===== src/rtl/alarm_trigger.sv =====
// alarm_trigger: compares running time against the stored alarm time and
// runs the ring / snooze sequence that drives the buzzer and ringing outputs.
module alarm_trigger #(
    parameter int unsigned RING_SEC   = 60,
    parameter int unsigned SNOOZE_SEC = 300,
    parameter int unsigned SNOOZE_MAX = 3
) (
    input  logic       clock,
    input  logic       reset,
    input  logic       tick_sec,
    input  logic       alarm_on,
    input  logic [4:0] cur_hour,
    input  logic [5:0] cur_min,
    input  logic [5:0] cur_sec,
    input  logic [4:0] al_hour,
    input  logic [5:0] al_min,
    input  logic [5:0] al_sec,
    input  logic       stop_btn,
    input  logic       snooze_btn,
    output logic       ringing,
    output logic       buzzer,
    output logic [1:0] state,
    output logic [1:0] snooze_used
);

    localparam int unsigned CNT_W = 9;

    localparam logic [1:0] S_IDLE    = 2'd0;
    localparam logic [1:0] S_RINGING = 2'd1;
    localparam logic [1:0] S_SNOOZE  = 2'd2;

    localparam logic [CNT_W-1:0] RING_LAST = CNT_W'(RING_SEC - 1);
    localparam logic [CNT_W-1:0] SNZ_LAST  = CNT_W'(SNOOZE_SEC - 1);
    localparam logic [1:0]       SNZ_MAX   = 2'(SNOOZE_MAX);

    logic [CNT_W-1:0] ring_cnt;
    logic [CNT_W-1:0] snz_cnt;
    logic             beep;
    logic             match_d;
    logic             stop_prev;
    logic             snooze_prev;

    logic [1:0]       state_next;
    logic [CNT_W-1:0] ring_cnt_next;
    logic [CNT_W-1:0] snz_cnt_next;
    logic             beep_next;
    logic [1:0]       used_next;
    logic             ringing_next;
    logic             buzzer_next;

    logic match;
    logic match_rise;
    logic stop_rise;
    logic snooze_rise;

    // Edge detection on the time match and the two buttons.
    always_comb begin
        match = alarm_on && (cur_hour == al_hour) && (cur_min == al_min)
                && (cur_sec == al_sec);
        match_rise  = match && !match_d;
        stop_rise   = stop_btn && !stop_prev;
        snooze_rise = snooze_btn && !snooze_prev;
    end

    // State and datapath registers; edge history resets high so held inputs do not fire.
    always_ff @(posedge clock) begin
        if (reset) begin
            state       <= S_IDLE;
            ring_cnt    <= '0;
            snz_cnt     <= '0;
            beep        <= 1'b0;
            snooze_used <= 2'd0;
            match_d     <= 1'b1;
            stop_prev   <= 1'b1;
            snooze_prev <= 1'b1;
        end else begin
            state       <= state_next;
            ring_cnt    <= ring_cnt_next;
            snz_cnt     <= snz_cnt_next;
            beep        <= beep_next;
            snooze_used <= used_next;
            match_d     <= match;
            stop_prev   <= stop_btn;
            snooze_prev <= snooze_btn;
        end
    end

    // Next-state and counter update, priority: disarm > stop > snooze > tick.
    always_comb begin
        state_next    = state;
        ring_cnt_next = ring_cnt;
        snz_cnt_next  = snz_cnt;
        beep_next     = beep;
        used_next     = snooze_used;
        case (state)
            S_IDLE: begin
                if (match_rise) begin
                    state_next    = S_RINGING;
                    ring_cnt_next = '0;
                    beep_next     = 1'b1;
                    used_next     = 2'd0;
                end
            end
            S_RINGING: begin
                if (!alarm_on || stop_rise) begin
                    state_next = S_IDLE;
                end else if (snooze_rise && (snooze_used < SNZ_MAX)) begin
                    state_next   = S_SNOOZE;
                    snz_cnt_next = '0;
                    used_next    = snooze_used + 2'd1;
                end else if (tick_sec) begin
                    if (ring_cnt == RING_LAST) begin
                        state_next = S_IDLE;
                    end else begin
                        ring_cnt_next = ring_cnt + CNT_W'(1);
                        beep_next     = !beep;
                    end
                end
            end
            S_SNOOZE: begin
                if (!alarm_on || stop_rise) begin
                    state_next = S_IDLE;
                end else if (tick_sec) begin
                    if (snz_cnt == SNZ_LAST) begin
                        state_next    = S_RINGING;
                        ring_cnt_next = '0;
                        beep_next     = 1'b1;
                    end else begin
                        snz_cnt_next = snz_cnt + CNT_W'(1);
                    end
                end
            end
            default: begin
                state_next = S_IDLE;
            end
        endcase
    end

    // Output decode from the next state so outputs are registered alongside it.
    always_comb begin
        ringing_next = 1'b0;
        buzzer_next  = 1'b0;
        if (state_next == S_RINGING) begin
            ringing_next = 1'b1;
            buzzer_next  = beep_next;
        end
    end

    // Output registers.
    always_ff @(posedge clock) begin
        if (reset) begin
            ringing <= 1'b0;
            buzzer  <= 1'b0;
        end else begin
            ringing <= ringing_next;
            buzzer  <= buzzer_next;
        end
    end

endmodule


===== config.mk =====
export PLATFORM = sky130hd
export DESIGN_NAME = alarm_trigger
export DESIGN_NICKNAME = d
export VERILOG_FILES = /design/src/rtl/alarm_trigger.sv
export SDC_FILE = /design/constraint.sdc
export NUM_CORES = 1
export LEC_CHECK = 0
export ABC_AREA = 1
export CORE_ASPECT_RATIO = 1.25
export CORE_MARGIN = 4
export CORE_UTILIZATION = 54
export DETAILED_ROUTE_END_ITERATION = 16
export GPL_TIMING_DRIVEN = 0
export PLACE_DENSITY = 0.86
export SLEW_MARGIN = 30
export SYNTH_ARGS = -nofsm -noshare
export SYNTH_HDL_FRONTEND = slang
export SYNTH_SLANG_ARGS = --single-unit

===== constraint.sdc =====
create_clock -name clock -period 3.2 [get_ports clock]
set_input_delay 0.64 -clock clock [delete_from_list [all_inputs] [get_ports clock]]
set_output_delay 0.64 -clock clock [all_outputs]
set_load 0.005 [all_outputs]

* After elaboration in Yosys (flattened, before gate mapping)
Cells that the tools add are included.
Widths: inputs -> output; s select.
** Storage, ports and cells
- Register bits :: 28
- Bits of input ports :: 40
- Output and inout port bits :: 6
- Word-level logic and storage cells :: 92
** Operators by class
- Add/sub/neg operators :: 3
- Magnitude comparators :: 1
- Equality and inequality tests :: 18
- Muxes and demuxes :: 38
- Bitwise logic cells :: 1
- Reduce and logical (&&, ||, !) cells :: 21
** Operators by type and width (count)
- $mux 9 :: 13
- $pmux 9 s3 :: 1
- $mux 2 :: 11
- $ne 2x2->1 const B :: 10
- $add 9x1->9 const B :: 2
- $pmux 9 s2 :: 1
- $eq 6x6->1 :: 2
- $eq 9x6->1 const B :: 1
- $eq 9x9->1 const B :: 1
- $mux 1 :: 9
- $reduce_and 9->1 :: 1
- $logic_and 1x1->1 :: 7
- $pmux 2 s3 :: 1
- $reduce_and 6->1 :: 1
- $eq 5x5->1 :: 1
- $logic_not 1->1 :: 5
- $eq 2x1->1 const B :: 2
- $pmux 2 s2 :: 1
- $reduce_and 4->1 :: 1
- $reduce_bool 2->1 :: 2
- $pmux 1 s3 :: 1
- $reduce_bool 3->1 :: 1
- $add 2x1->2 const B :: 1
- $eq 2x2->1 const B :: 1
- 5 further kinds :: 5

* Longest topological paths before layout
- Word-level depth :: 10
- Mapped depth :: 12

* Least setup slack after synthesis
Ideal clock, no wire load.
- Kind :: input port to flip-flop
- Start point :: in stop_btn
- End point :: reg snz_cnt[4]
- Library setup time :: 0.117 ns
- Arrival time :: 1.779 ns
- Required time :: 3.083 ns
- Setup slack :: 1.304 ns
- Stages on the path :: 10
- Path through :: inv_1 nor2_1 nor3_1 o21ai_0 nand2_4 nand2_8 inv_4 nand2_2 o21ai_2 a21oi_2
** Between the ends
- Word-level cells in the longest chain between the ends :: 4
- Elaborated cells between the ends (all ways) :: 5
- Those cells by class :: 2 x eq/ne; 3 x reduce/logical
** RTL lines
- start, declared :: RTL line 18 : input logic stop_btn,
- $logic_and 1x1->1 * :: RTL line 61 : stop_rise = stop_btn && !stop_prev;
- $logic_or 1x1->1 * :: RTL line 105, 121
- $ne 2x2->1 (no line)
- $reduce_and 6->1 (no line) *
- end signal, assigned :: RTL line 79 : snz_cnt <= snz_cnt_next;
- end, declared :: RTL line 37 : logic [CNT_W-1:0] snz_cnt;
Every way passes the cells marked *; elsewhere a longest branch is shown, timed or not.
A chain may end at the register's enable or synchronous reset.

* Worst setup path after layout
- Start point :: in tick_sec
- End point :: reg snz_cnt[4]
** Between the ends
- Word-level cells in the longest chain between the ends :: 2
** RTL lines
- start, declared :: RTL line 10 : input logic tick_sec,
- $ne 2x2->1 (no line)
- $reduce_and 6->1 (no line)
Every way passes these cells.

==> qor.csv <==
stage;metric;value;unit
status;outcome;finished clean;
clocking;Post-CTS Hold Buffers;0;
die;number of top-level pins;46;
power;total net switching power;154;uW
clocking;clk root buf;clkbuf_8;
finish;Reg area;561;um^2
worst_setup_path;CP Cell Sequence;clkdlybuf4s50_1 > inv_1 > nor3_1 > o21ai_0 > nand2_4 > nand2_8 > inv_4 > nand2_2 > o21ai_2 > a21oi_2;
hold_path;path category of the worst min-delay check;reg2reg;
die;Std-Cell Core Area;3310;um^2
power;Max IR drop VDD;0.000293;V
power;Combinational Power Share;14.6;%
finish;final net count;388;
sta;slew at the pin closest to its max-slew limit;0.558;ns
detailed_routing;DRT iter0 DRCs;89;
clocking;CTS tree;built;
sta;final total negative setup slack;0;ns
sta;RSZ-0062 raised after global routing;no;
worst_setup_path;Worst setup EP type;flip-flop;
grt;vias in the first global route;1871;
logic_synthesis;net count after synthesis;338;
detailed_routing;count of unresolved DRC violations after routing;0;
worst_setup_path;crit-path max cell delay;0.49;ns
worst_setup_path;internal reg-to-reg setup slack;1.36;ns
clocking;cells resized by post-CTS repair;0;
finish;share of post-route cells with drive strength above 1;8.43;%
sta;final period demand of the worst path;2.39;ns
sta;worst rel slew slack;62.5;%
worst_setup_path;crit-path max FO;9;
power;sequential share of power;52.1;%
worst_setup_path;data required time at the worst endpoint;3.38;ns
power;leakage power;0.00105;uW
worst_setup_path;highest-delay cell along the critical path;clkdlybuf4s50_1;
place;final HPWL from detailed placement;3.44;mm
die;placement row count;23;
logic_synthesis;mean cell area of the mapped netlist;6.50;um^2
sta;clock tree skew after final layout;0.00769;ns
clocking;CTS clk-pin slew, worst paths;0.10;ns
finish;Multi-input gate area;1160;um^2
die;initial core utilization;58.0;%
power;switching part of the total;22.8;%
grt;pin count of the biggest net entering global routing;16;
power;total power divided by cell area;273;nW/um^2
sta;number of max-slew violations in the final report;0;
clocking;CTS Buf Count;3;
grt;all-layer global routing usage;20.1;%
place;Port Buf Inserts;45;
detailed_routing;mean number of vias per cell;5.24;
detailed_routing;final wirelength;4.43;mm
detailed_routing;Detailed Routing Iterations Pass 1;4;
grt;global-route wire length before repair;7.27;mm
place;GPL Wtd Cong;0.901;
die;full die area;4580;um^2
worst_setup_path;class of the most critical setup path;in2reg;
logic_synthesis;count of different cell masters after synthesis;30;
detailed_routing;routed length per instance;11.6;um
worst_setup_path;arrival time at the worst endpoint;2.57;ns
logic_synthesis;most area-hungry cell type in the Yosys netlist;dfxtp_1;
logic_synthesis;cell types with the largest area share after synthesis;dfxtp_1 (29%), nand2_1 (14%), inv_1 (8.6%);
sta;tightest hold margin;0.489;ns
clocking;Post-CTS Setup Inserts;0;
sta;share of the clock period used by the worst path after layout;74.7;%
finish;layout overhead on the synthesized area;28.8;%
logic_synthesis;synthesis-stage register bit count;28;
grt;initial antenna violation count;0;
die;Chip Width;61.3;um
clocking;clock latency of the later-clocked register in the worst-skew pair;0.28;ns
sta;# setup viols final;0;
finish;count of filler cells inserted in the layout;274;
finish;antenna diode count;0;
clocking;number of sinks on the clock net;28;
sta;number of hold violations in the final report;0;
job;number of max-capacitance violations reported;0;
clocking;Clock Path Buffers;2;
grt;gr ovfl total;0;
power;internal power contribution;519;uW
clocking;number of H-tree levels;1;
worst_setup_path;type of origin of the critical path;input port;
sta;fmax;0.418;GHz
logic_synthesis;sequential-to-total area share from yosys stat;29.2;%
logic_synthesis;synthesized area;1920;um^2
detailed_routing;antenna viol nets, final;0;
logic_synthesis;Yosys top cell area share;29.2;%
power;share of total power in the clock network;33.3;%
detailed_routing;vias after detailed routing;1997;
die;Die Y;74.6;um
logic_synthesis;Synth Instances;295;
logic_synthesis;number of warnings reported in the yosys synthesis log;0;
-- through the flow --
stage | utilization [%] | std cells | power (uW) | setup slack [ns] | cell area, um^2
5_1_grt | 74.6 | 381 | 698 | 0.711 | 2470
3_5_place_dp | 73.0 | 377 | 457 | 0.605 | 2410
2_1_floorplan | - | 295 | 397 | 1.30 | 1920
6_report | 74.6 | 381 | 673 | 0.810 | 2470
3_3_place_gp | 73.0 | 377 | 454 | 0.654 | 2410
4_1_cts | 74.6 | 381 | 680 | 0.800 | 2470
-- cell usage after synthesis --
cell / number
nand2_1: 72
inv_1: 44
nor2_1: 42
dfxtp_1: 28
nand3_1: 27
a21oi_1: 16
nand4_1: 9
nor3_1: 8
o21ai_0: 8
xor2_1: 6
ha_1: 3
nor2_4: 3
nor2_8: 3
o21ai_2: 3
a21oi_2: 2
inv_2: 2
inv_4: 2
nand2_4: 2
nand3b_1: 2
or2_2: 2
xnor2_1: 2
a21oi_4: 1
a31oi_1: 1
buf_2: 1
clkbuf_1: 1
nand2_2: 1
nand2_8: 1
nor3_4: 1
nor3b_1: 1
o21ai_4: 1
-- kinds of logic after synthesis --
group | after synthesis | synth area share [%]
AOI/OAI and AO/OA | 32 | 10.6
xor gates and xnor gates | 8 | 3.65
adders and majority gates | 3 | 1.96
buffers and inverters | 50 | 10.1
DFF | 28 | 29.2
and+or+nand+nor | 174 | 44.5
-- placed cells by master, fill, tap and decap left out, types with 4 or more instances in the layout --
cell type	count
nand2_1	72
clkdlybuf4s50_1	45
inv_1	44
nor2_1	42
dfxtp_1	28
nand3_1	27
a21oi_1	16
nand4_1	9
o21ai_0	8
nor3_1	8
xor2_1	6
clkbuf_8	4
-- registers in the layout, summed over array words and instances (netlist names) --
name	cells
ring_cnt	9
buzzer	1
state	2
stop_prev	1
snz_cnt	9
match_d	1
ringing	1
snooze_prev	1
beep	1
snooze_used	2
-- power groups by stage --
stage	clock (uW)	combinational (uW)	sequential, uW
2_1_floorplan	0	38.4	359
3_3_place_gp	0	95.6	359
3_5_place_dp	0	98.2	359
4_1_cts	230	99.0	351
5_1_grt	238	109	351
6_report	224	98.2	351
-- cell type report --
type                    instances  area share (%)
plain buffers                   2           0.355
multi-input cells             217            47.1
flip-flops and latches         28            22.7
repair buffers                 45            18.2
well taps                      37            1.87
inverters                      48            7.50
clock buffers                   4            2.23
-- per-layer routing --
metal	vias to the layer above	track usage (%)	part of all wire, %
met5	-	0	0
met4	0	7.23	1.2
met3	6	5.15	9.8
met2	61	37.4	47
met1	890	21.3	42
li1	1040	-	-
-- path summary, 6_finish.rpt --
| check | from | endpoint | depth (start not counted) |
|---|---|---|---|
| max reg2reg | snz_cnt[0]$_SDFFE_PP0P_ | ring_cnt[6]$_SDFFE_PP0P_ | 8 |
| min | ring_cnt[5]$_SDFFE_PP0P_ | ring_cnt[5]$_SDFFE_PP0P_ | 2 |
| max | tick_sec | snz_cnt[4]$_SDFFE_PP0P_ | 10 |
| min reg2reg | ring_cnt[5]$_SDFFE_PP0P_ | ring_cnt[5]$_SDFFE_PP0P_ | 2 |
-- critical path, delay by kind of cell --
kind            cells  cell delay (ns)
compound gates      3             0.48
simple gates        4             0.82
buf+inv             3             0.65
Power figures use the tool's default switching activity.
